$ cat config.mk
export PLATFORM = sky130hd
export DESIGN_NAME = uart
export DESIGN_NICKNAME = d
export VERILOG_FILES = /design/src/rtl/uart.sv
export SDC_FILE = /design/constraint.sdc
export NUM_CORES = 1
export LEC_CHECK = 0
export CORE_MARGIN = 1.5
export CORE_UTILIZATION = 41
export CTS_CLUSTER_SIZE = 30
export DETAILED_ROUTE_END_ITERATION = 10
export GPL_TIMING_DRIVEN = 0
export PLACE_DENSITY = 0.7
export SYNTH_ARGS = -nofsm -noshare
export SYNTH_HDL_FRONTEND = slang
export SYNTH_SLANG_ARGS = --single-unit
$ cat constraint.sdc
create_clock -name clk_50m -period 1.9 [get_ports clk_50m]
set_input_delay 0.285 -clock clk_50m [delete_from_list [all_inputs] [get_ports clk_50m]]
set_output_delay 0.285 -clock clk_50m [all_outputs]
set_load 0.005 [all_outputs]
$ cat src/rtl/uart.sv
// rtl/uart.sv - full-duplex UART: byte transmitter plus 16x-oversampling receiver
//
// Purpose: 8N1 serial transmitter and receiver sharing one clock domain.
//   TX_DIV = CLK_FREQ/BAUD clocks per transmitted bit.
//   RX_DIV = CLK_FREQ/(16*BAUD) clocks per receiver tick (16 ticks per bit).
// Optional feature: define UART_PARITY_EN to add an even-parity bit after D7
//   on both directions (11-bit frame). A receive parity mismatch discards the frame.
// Ports:
//   clk_50m   in   system clock, rising edge
//   rst_n     in   asynchronous active-low reset
//   data_in   in   [7:0] byte to send, captured when Tx_en is accepted
//   Tx_en     in   start strobe, accepted only while the transmitter is idle
//   Tx        out  serial output, idle high
//   Tx_busy   out  high for the whole frame including the stop bit
//   Rx        in   serial input, asynchronous, synchronized internally
//   Rx_en     in   arms the receiver for the next frame
//   ready     out  sticky received-byte-valid flag
//   ready_clr in   clears ready (a simultaneous new byte wins)
//   data_out  out  [7:0] last correctly received byte
module uart #(
  parameter int CLK_FREQ = 50_000_000,
  parameter int BAUD     = 115_200
) (
  input  logic       clk_50m,
  input  logic       rst_n,
  input  logic [7:0] data_in,
  input  logic       Tx_en,
  output logic       Tx,
  output logic       Tx_busy,
  input  logic       Rx,
  input  logic       Rx_en,
  output logic       ready,
  input  logic       ready_clr,
  output logic [7:0] data_out
);

  localparam int TX_DIV = CLK_FREQ / BAUD;
  localparam int RX_DIV = CLK_FREQ / (16 * BAUD);
  localparam int TXW    = (TX_DIV > 1) ? $clog2(TX_DIV) : 1;
  localparam int RXW    = (RX_DIV > 1) ? $clog2(RX_DIV) : 1;
  localparam logic [TXW-1:0] TX_LAST = TXW'(TX_DIV - 1);
  localparam logic [RXW-1:0] RX_LAST = RXW'(RX_DIV - 1);

  typedef enum logic [2:0] {
    TX_IDLE,
    TX_START,
    TX_DATA,
`ifdef UART_PARITY_EN
    TX_PARITY,
`endif
    TX_STOP
  } tx_state_e;

  typedef enum logic [2:0] {
    RX_IDLE,
    RX_START,
    RX_DATA,
`ifdef UART_PARITY_EN
    RX_PARITY,
`endif
    RX_STOP
  } rx_state_e;

  // ---------------- transmitter state ----------------
  tx_state_e      tx_state_q, tx_state_d;
  logic [TXW-1:0] tx_cnt_q, tx_cnt_d;
  logic [2:0]     tx_bit_q, tx_bit_d;
  logic [7:0]     tx_shift_q, tx_shift_d;
  logic           tx_q, tx_d;
  logic           tx_last;
`ifdef UART_PARITY_EN
  logic           tx_par_q, tx_par_d;
`endif

  // ---------------- receiver state ----------------
  rx_state_e      rx_state_q, rx_state_d;
  logic           rx_meta_q, rx_sync_q;
  logic [RXW-1:0] rx_div_q, rx_div_d;
  logic [3:0]     rx_tcnt_q, rx_tcnt_d;
  logic [2:0]     rx_bit_q, rx_bit_d;
  logic [7:0]     rx_shift_q, rx_shift_d;
  logic           armed_q, armed_d;
  logic           ready_q, ready_d;
  logic [7:0]     data_out_q, data_out_d;
  logic           rx_tick;
  logic           rx_mid;
  logic           frame_ok;
  logic           frame_end;
`ifdef UART_PARITY_EN
  logic           rx_perr_q, rx_perr_d;
`endif

  assign tx_last  = (tx_cnt_q == TX_LAST);
  assign rx_tick  = (rx_div_q == RX_LAST);
  // Data, parity and stop bits are sampled 16 ticks after the previous
  // sample, i.e. in the middle of each bit.
  assign rx_mid   = rx_tick && (rx_tcnt_q == 4'd15);

  assign Tx       = tx_q;
  assign Tx_busy  = (tx_state_q != TX_IDLE);
  assign ready    = ready_q;
  assign data_out = data_out_q;

  // ---------------- transmitter next state ----------------
  always_comb begin
    tx_state_d = tx_state_q;
    tx_cnt_d   = tx_cnt_q;
    tx_bit_d   = tx_bit_q;
    tx_shift_d = tx_shift_q;
    tx_d       = tx_q;
`ifdef UART_PARITY_EN
    tx_par_d   = tx_par_q;
`endif

    if (tx_state_q != TX_IDLE) begin
      tx_cnt_d = tx_last ? '0 : tx_cnt_q + TXW'(1);
    end

    // tx_d is registered, so it is loaded with the level of the state being
    // entered on the same edge as the state change.
    case (tx_state_q)
      TX_IDLE: begin
        if (Tx_en) begin
          tx_state_d = TX_START;
          tx_shift_d = data_in;
          tx_cnt_d   = '0;
          tx_d       = 1'b0;
`ifdef UART_PARITY_EN
          tx_par_d   = ^data_in;
`endif
        end
      end
      TX_START: begin
        if (tx_last) begin
          tx_state_d = TX_DATA;
          tx_bit_d   = 3'd0;
          tx_d       = tx_shift_q[0];
        end
      end
      TX_DATA: begin
        if (tx_last) begin
          if (tx_bit_q == 3'd7) begin
`ifdef UART_PARITY_EN
            tx_state_d = TX_PARITY;
            tx_d       = tx_par_q;
`else
            tx_state_d = TX_STOP;
            tx_d       = 1'b1;
`endif
          end else begin
            tx_bit_d   = tx_bit_q + 3'd1;
            tx_shift_d = {1'b0, tx_shift_q[7:1]};
            tx_d       = tx_shift_q[1];
          end
        end
      end
`ifdef UART_PARITY_EN
      TX_PARITY: begin
        if (tx_last) begin
          tx_state_d = TX_STOP;
          tx_d       = 1'b1;
        end
      end
`endif
      TX_STOP: begin
        if (tx_last) begin
          tx_state_d = TX_IDLE;
          tx_d       = 1'b1;
        end
      end
      default: begin
        tx_state_d = TX_IDLE;
        tx_d       = 1'b1;
      end
    endcase
  end

  // ---------------- receiver next state ----------------
  always_comb begin
    rx_state_d = rx_state_q;
    rx_div_d   = rx_div_q;
    rx_tcnt_d  = rx_tcnt_q;
    rx_bit_d   = rx_bit_q;
    rx_shift_d = rx_shift_q;
    frame_ok   = 1'b0;
    frame_end  = 1'b0;
`ifdef UART_PARITY_EN
    rx_perr_d  = rx_perr_q;
`endif

    // The tick divider is held at zero while idle so tick phase is aligned
    // to the detected falling edge of the start bit.
    if (rx_state_q == RX_IDLE) begin
      rx_div_d = '0;
    end else begin
      rx_div_d = rx_tick ? '0 : rx_div_q + RXW'(1);
      if (rx_tick) begin
        rx_tcnt_d = rx_tcnt_q + 4'd1;
      end
    end

    case (rx_state_q)
      RX_IDLE: begin
        if (armed_q && !rx_sync_q) begin
          rx_state_d = RX_START;
          rx_tcnt_d  = 4'd0;
`ifdef UART_PARITY_EN
          rx_perr_d  = 1'b0;
`endif
        end
      end
      RX_START: begin
        // Eighth tick is mid start bit; a high line here is a glitch and the
        // receiver stays armed for the next real start bit.
        if (rx_tick && rx_tcnt_q == 4'd7) begin
          if (!rx_sync_q) begin
            rx_state_d = RX_DATA;
            rx_tcnt_d  = 4'd0;
            rx_bit_d   = 3'd0;
          end else begin
            rx_state_d = RX_IDLE;
          end
        end
      end
      RX_DATA: begin
        if (rx_mid) begin
          rx_shift_d = {rx_sync_q, rx_shift_q[7:1]};
          if (rx_bit_q == 3'd7) begin
`ifdef UART_PARITY_EN
            rx_state_d = RX_PARITY;
`else
            rx_state_d = RX_STOP;
`endif
          end else begin
            rx_bit_d = rx_bit_q + 3'd1;
          end
        end
      end
`ifdef UART_PARITY_EN
      RX_PARITY: begin
        if (rx_mid) begin
          rx_perr_d  = rx_sync_q ^ (^rx_shift_q);
          rx_state_d = RX_STOP;
        end
      end
`endif
      RX_STOP: begin
        if (rx_mid) begin
          rx_state_d = RX_IDLE;
          frame_end  = 1'b1;
`ifdef UART_PARITY_EN
          frame_ok   = rx_sync_q && !rx_perr_q;
`else
          frame_ok   = rx_sync_q;
`endif
        end
      end
      default: begin
        rx_state_d = RX_IDLE;
      end
    endcase

    // Rx_en has priority over the end-of-frame disarm.
    armed_d = armed_q;
    if (frame_end) begin
      armed_d = 1'b0;
    end
    if (Rx_en) begin
      armed_d = 1'b1;
    end

    // A new byte has priority over ready_clr; overrun simply overwrites.
    ready_d    = ready_q;
    data_out_d = data_out_q;
    if (ready_clr) begin
      ready_d = 1'b0;
    end
    if (frame_ok) begin
      ready_d    = 1'b1;
      data_out_d = rx_shift_q;
    end
  end

  // ---------------- state registers ----------------
  always_ff @(posedge clk_50m or negedge rst_n) begin
    if (!rst_n) begin
      tx_state_q <= TX_IDLE;
      tx_cnt_q   <= '0;
      tx_bit_q   <= 3'd0;
      tx_shift_q <= 8'd0;
      tx_q       <= 1'b1;
`ifdef UART_PARITY_EN
      tx_par_q   <= 1'b0;
      rx_perr_q  <= 1'b0;
`endif
      rx_state_q <= RX_IDLE;
      rx_meta_q  <= 1'b1;
      rx_sync_q  <= 1'b1;
      rx_div_q   <= '0;
      rx_tcnt_q  <= 4'd0;
      rx_bit_q   <= 3'd0;
      rx_shift_q <= 8'd0;
      armed_q    <= 1'b0;
      ready_q    <= 1'b0;
      data_out_q <= 8'd0;
    end else begin
      tx_state_q <= tx_state_d;
      tx_cnt_q   <= tx_cnt_d;
      tx_bit_q   <= tx_bit_d;
      tx_shift_q <= tx_shift_d;
      tx_q       <= tx_d;
`ifdef UART_PARITY_EN
      tx_par_q   <= tx_par_d;
      rx_perr_q  <= rx_perr_d;
`endif
      rx_state_q <= rx_state_d;
      rx_meta_q  <= Rx;
      rx_sync_q  <= rx_meta_q;
      rx_div_q   <= rx_div_d;
      rx_tcnt_q  <= rx_tcnt_d;
      rx_bit_q   <= rx_bit_d;
      rx_shift_q <= rx_shift_d;
      armed_q    <= armed_d;
      ready_q    <= ready_d;
      data_out_q <= data_out_d;
    end
  end

endmodule

==> flow_metrics.tcl <==
set metrics [dict create \
    synth.area.top_cells "dfrtp_1 46%, mux2_2 9.2%, ha_1 5.9%, mux2_4 3.6%, dfstp_2 2.7%" \
    synth.area.mux_share 0.1343 \
    grt_pass1_wl_um 9522 \
    synthTopCellsByCount "54 x dfrtp_1, 24 x mux2_2, 19 x nand2_1, 17 x nor2_1, 14 x ha_1" \
    synth_top_family_by_area "simple AND/OR/NAND/NOR gates" \
    synth_area_sq_mm 0.002944 \
    area_growth_syn_to_layout_pct 26.48 \
    cts_tree "done" \
    powerDensity_mw_per_mm2 783.3 \
    io_buffers 24 \
    antenna_found_initial 0 \
    grt_max_degree 34 \
    synth_nets 293 \
    cts_root_buffer "clkbuf_8" \
    nets 340 \
    status "finished, final reports clean" \
    period_needed_ns 1.852 \
    rsz0062_at_grt "true" \
    cp.required_ns 2.12 \
    utilization 0.5421 \
    synthAdderAreaFrac 0.05950 \
    synth_top_area_frac 0.4590 \
    critPathKind "flop to flop" \
    max_slew_margin 0.6012 \
    r2r-start "tx_cnt_q[3]" \
    reg2reg_depth 5 \
    ys_seq_area_frac 0.4858 \
    numCtsBuffers 9 \
    routed_via_density 5.203 \
    synthSimpleGateAreaFrac 0.1568 \
    route.detailed.drc 0 \
    critical_path.slowest_cell "dfrtp_2" \
    track_usage 0.1615 \
    hp-class "flop to flop" \
    coreArea_sq_mm 0.006869 \
    avgRoutedWirePerCell_um 13.71 \
    start_util 0.4286 \
    gr-total-overflow 0 \
    synth.most_common_cell "dfrtp_1" \
    finalHoldViolations 0 \
    startpoint_type "flop" \
    grt_pass1_vias 2076 \
    tightestPinTransition_ns 0.5982 \
    fin_cells 413 \
    synth-seq-cells 57 \
    n_antenna_cell 0 \
    drtAntennaViolNets 0 \
    synth_area_per_cell_sq_um 11.11 \
    synthFlopType "dfrtp_1" \
    synth_edf_count 0 \
    syn-instance-count 265 \
    finalClockSkew_ns 0.008732 \
    num_io_pins 25 \
    synth_xor_area_frac 0.01785 \
    crit_path_start "tx_cnt_q[3]" \
    slowest_delay_ns 0.45 \
    path_cells "nor3_4 > nand4_4 > a2111o_1 > buf_6 > mux2_4" \
    drtPass1Iterations 4 \
    clock_sinks 57 \
    dp_cells 386 \
    setup_viol 0 \
    finalMaxSlewViolations 0 \
    hp-start "rx_meta_q" \
    ir_drop_mv 0.4730 \
    whs_path_depth 0 \
    power_leakage_nw 1.689 \
    fin_crit_sh 0.9747 \
    die_area_sq_mm 0.007698 \
    maxCapViolCount 0 \
    layout-drive-gt1-share 0.2650 \
    drtIter0Drc 73 \
    htree_levels 3 \
    dr_total_vias 2149 \
    drt_wl_total_um 5662 \
    place.gp.congestion 0.8204 \
    cts_max_path_buffers 2 \
    holdWs_ns 0.3475 \
    path_clk_slew_ns 0.07 \
    ys_types 52 \
    synth_top_cell_by_area "dfrtp_1" \
    timing.fmax_mhz 540.0 \
    dp_hpwl_um 3759 \
    rrSetupSlack_ns 0.05 \
    worstPathMaxFanout 7 \
    synth_compound_area_frac 0.1152 \
    row_count 30 \
    crit_arrival_ns 2.07 \
    ys.warnings.count 0 \
    cp-end-kind "flop" \
    async_flop_share 1.000 \
    die_w_um 87.74 \
    clkLatencyLatePin_ns 0.34 \
    die_y_um 87.74 \
]
[final cells by class]
class / count / area (sq um)
fill: 592 / 3146
multi-input combinational: 186 / 1488
sequential: 57 / 1433
timing repair buffer: 38 / 357.8
clock buffer: 11 / 151.4
tap: 96 / 120.1
clock inverter: 5 / 77.57
inverter: 13 / 51.30
buffer: 7 / 45.04
[repair_timing]
item	4_1_cts	5_1_grt
resized for setup	15	8
gates cloned	0	0
setup buffers	3	9
hold buffers	1	0
endpoints found under the hold margin	21	0
pin swaps	5	5
endpoints found under the setup margin	28	21
[worst paths after layout]
kind                                       to
worst max register to register  tx_shift_q[6]
worst min-delay path                rx_sync_q
worst min register to register      rx_sync_q
max in group asynchronous       tx_shift_q[6]
min in group asynchronous        rx_tcnt_q[1]
worst max-delay path            tx_shift_q[6]
[state kept, by name, summed over array words and instances, names as in the netlist, 3 cells and up]
register    cells
data_out        8
rx_bit_q        3
rx_div_q        5
rx_shift_q      8
rx_tcnt_q       4
tx_bit_q        3
tx_cnt_q        9
tx_shift_q      8
[cells by family (layout without fill, tap and decap cells)]
| logic type | Yosys count | count (layout) |
|---|---|---|
| flip-flops | 57 | 57 |
| XOR/XNOR | 6 | 6 |
| adder cells (fa/ha/maj) | 14 | 14 |
| AND/OR/NAND/NOR | 80 | 80 |
| AO/OA/AOI/OAI | 53 | 53 |
| buffers and inverters | 22 | 74 |
| multiplexers | 33 | 33 |
[layer usage]
metal	share of wire	wire, um	GRT usage	up-vias
met4	0.014	79	0.06638	0
li1	-	-	-	1049
met3	0.036	204	0.05090	7
met2	0.49	2784	0.2595	44
met5	0	0	0	-
met1	0.46	2593	0.2014	1049
[metrics by stage]
step / area [sq um] / total power, W / setup TNS, ns / setup slack, ns
after floorplan: 2948 / 0.001517 / 0 / 0.01863
after global placement: 3308 / 0.001603 / -73.43 / -1.274
after detailed placement: 3323 / 0.001622 / -3.715 / -0.1931
after CTS: 3650 / 0.002948 / -0.01807 / -0.01807
after global routing: 3724 / 0.003056 / -0.04667 / -0.01595
final: 3724 / 0.002917 / 0 / 0.04814
[cell usage in the layout, fill, tap and decap left out, types with 6 or more instances in the layout]
cell / netlist / final
nor2_1: 17 / 16
mux2_4: 7 / 7
nand2_1: 19 / 19
o21ai_0: 12 / 11
nor2b_1: 6 / 6
clkbuf_8: 0 / 11
inv_1: 13 / 10
ha_1: 14 / 9
mux2_2: 24 / 24
a21oi_1: 12 / 12
dfrtp_1: 54 / 52
buf_4: 0 / 12
a31oi_1: 6 / 6
nand3_1: 10 / 10
clkdlybuf4s50_1: 0 / 22
[worst max-delay path: cells and delay by family, from the launching register on]
family,cells,cell delay [ns]
compound gates,1,0.44
flops,1,0.45
mux,1,0.29
simple gates,2,0.39
buf+inv,1,0.16
[power by group]
group | switching (W) | internal, W
Combinational | 0.000124 | 0.000130
Sequential | 0.0000798 | 0.00129
Clock | 0.000493 | 0.000805
(Power assumes the default switching activity.)
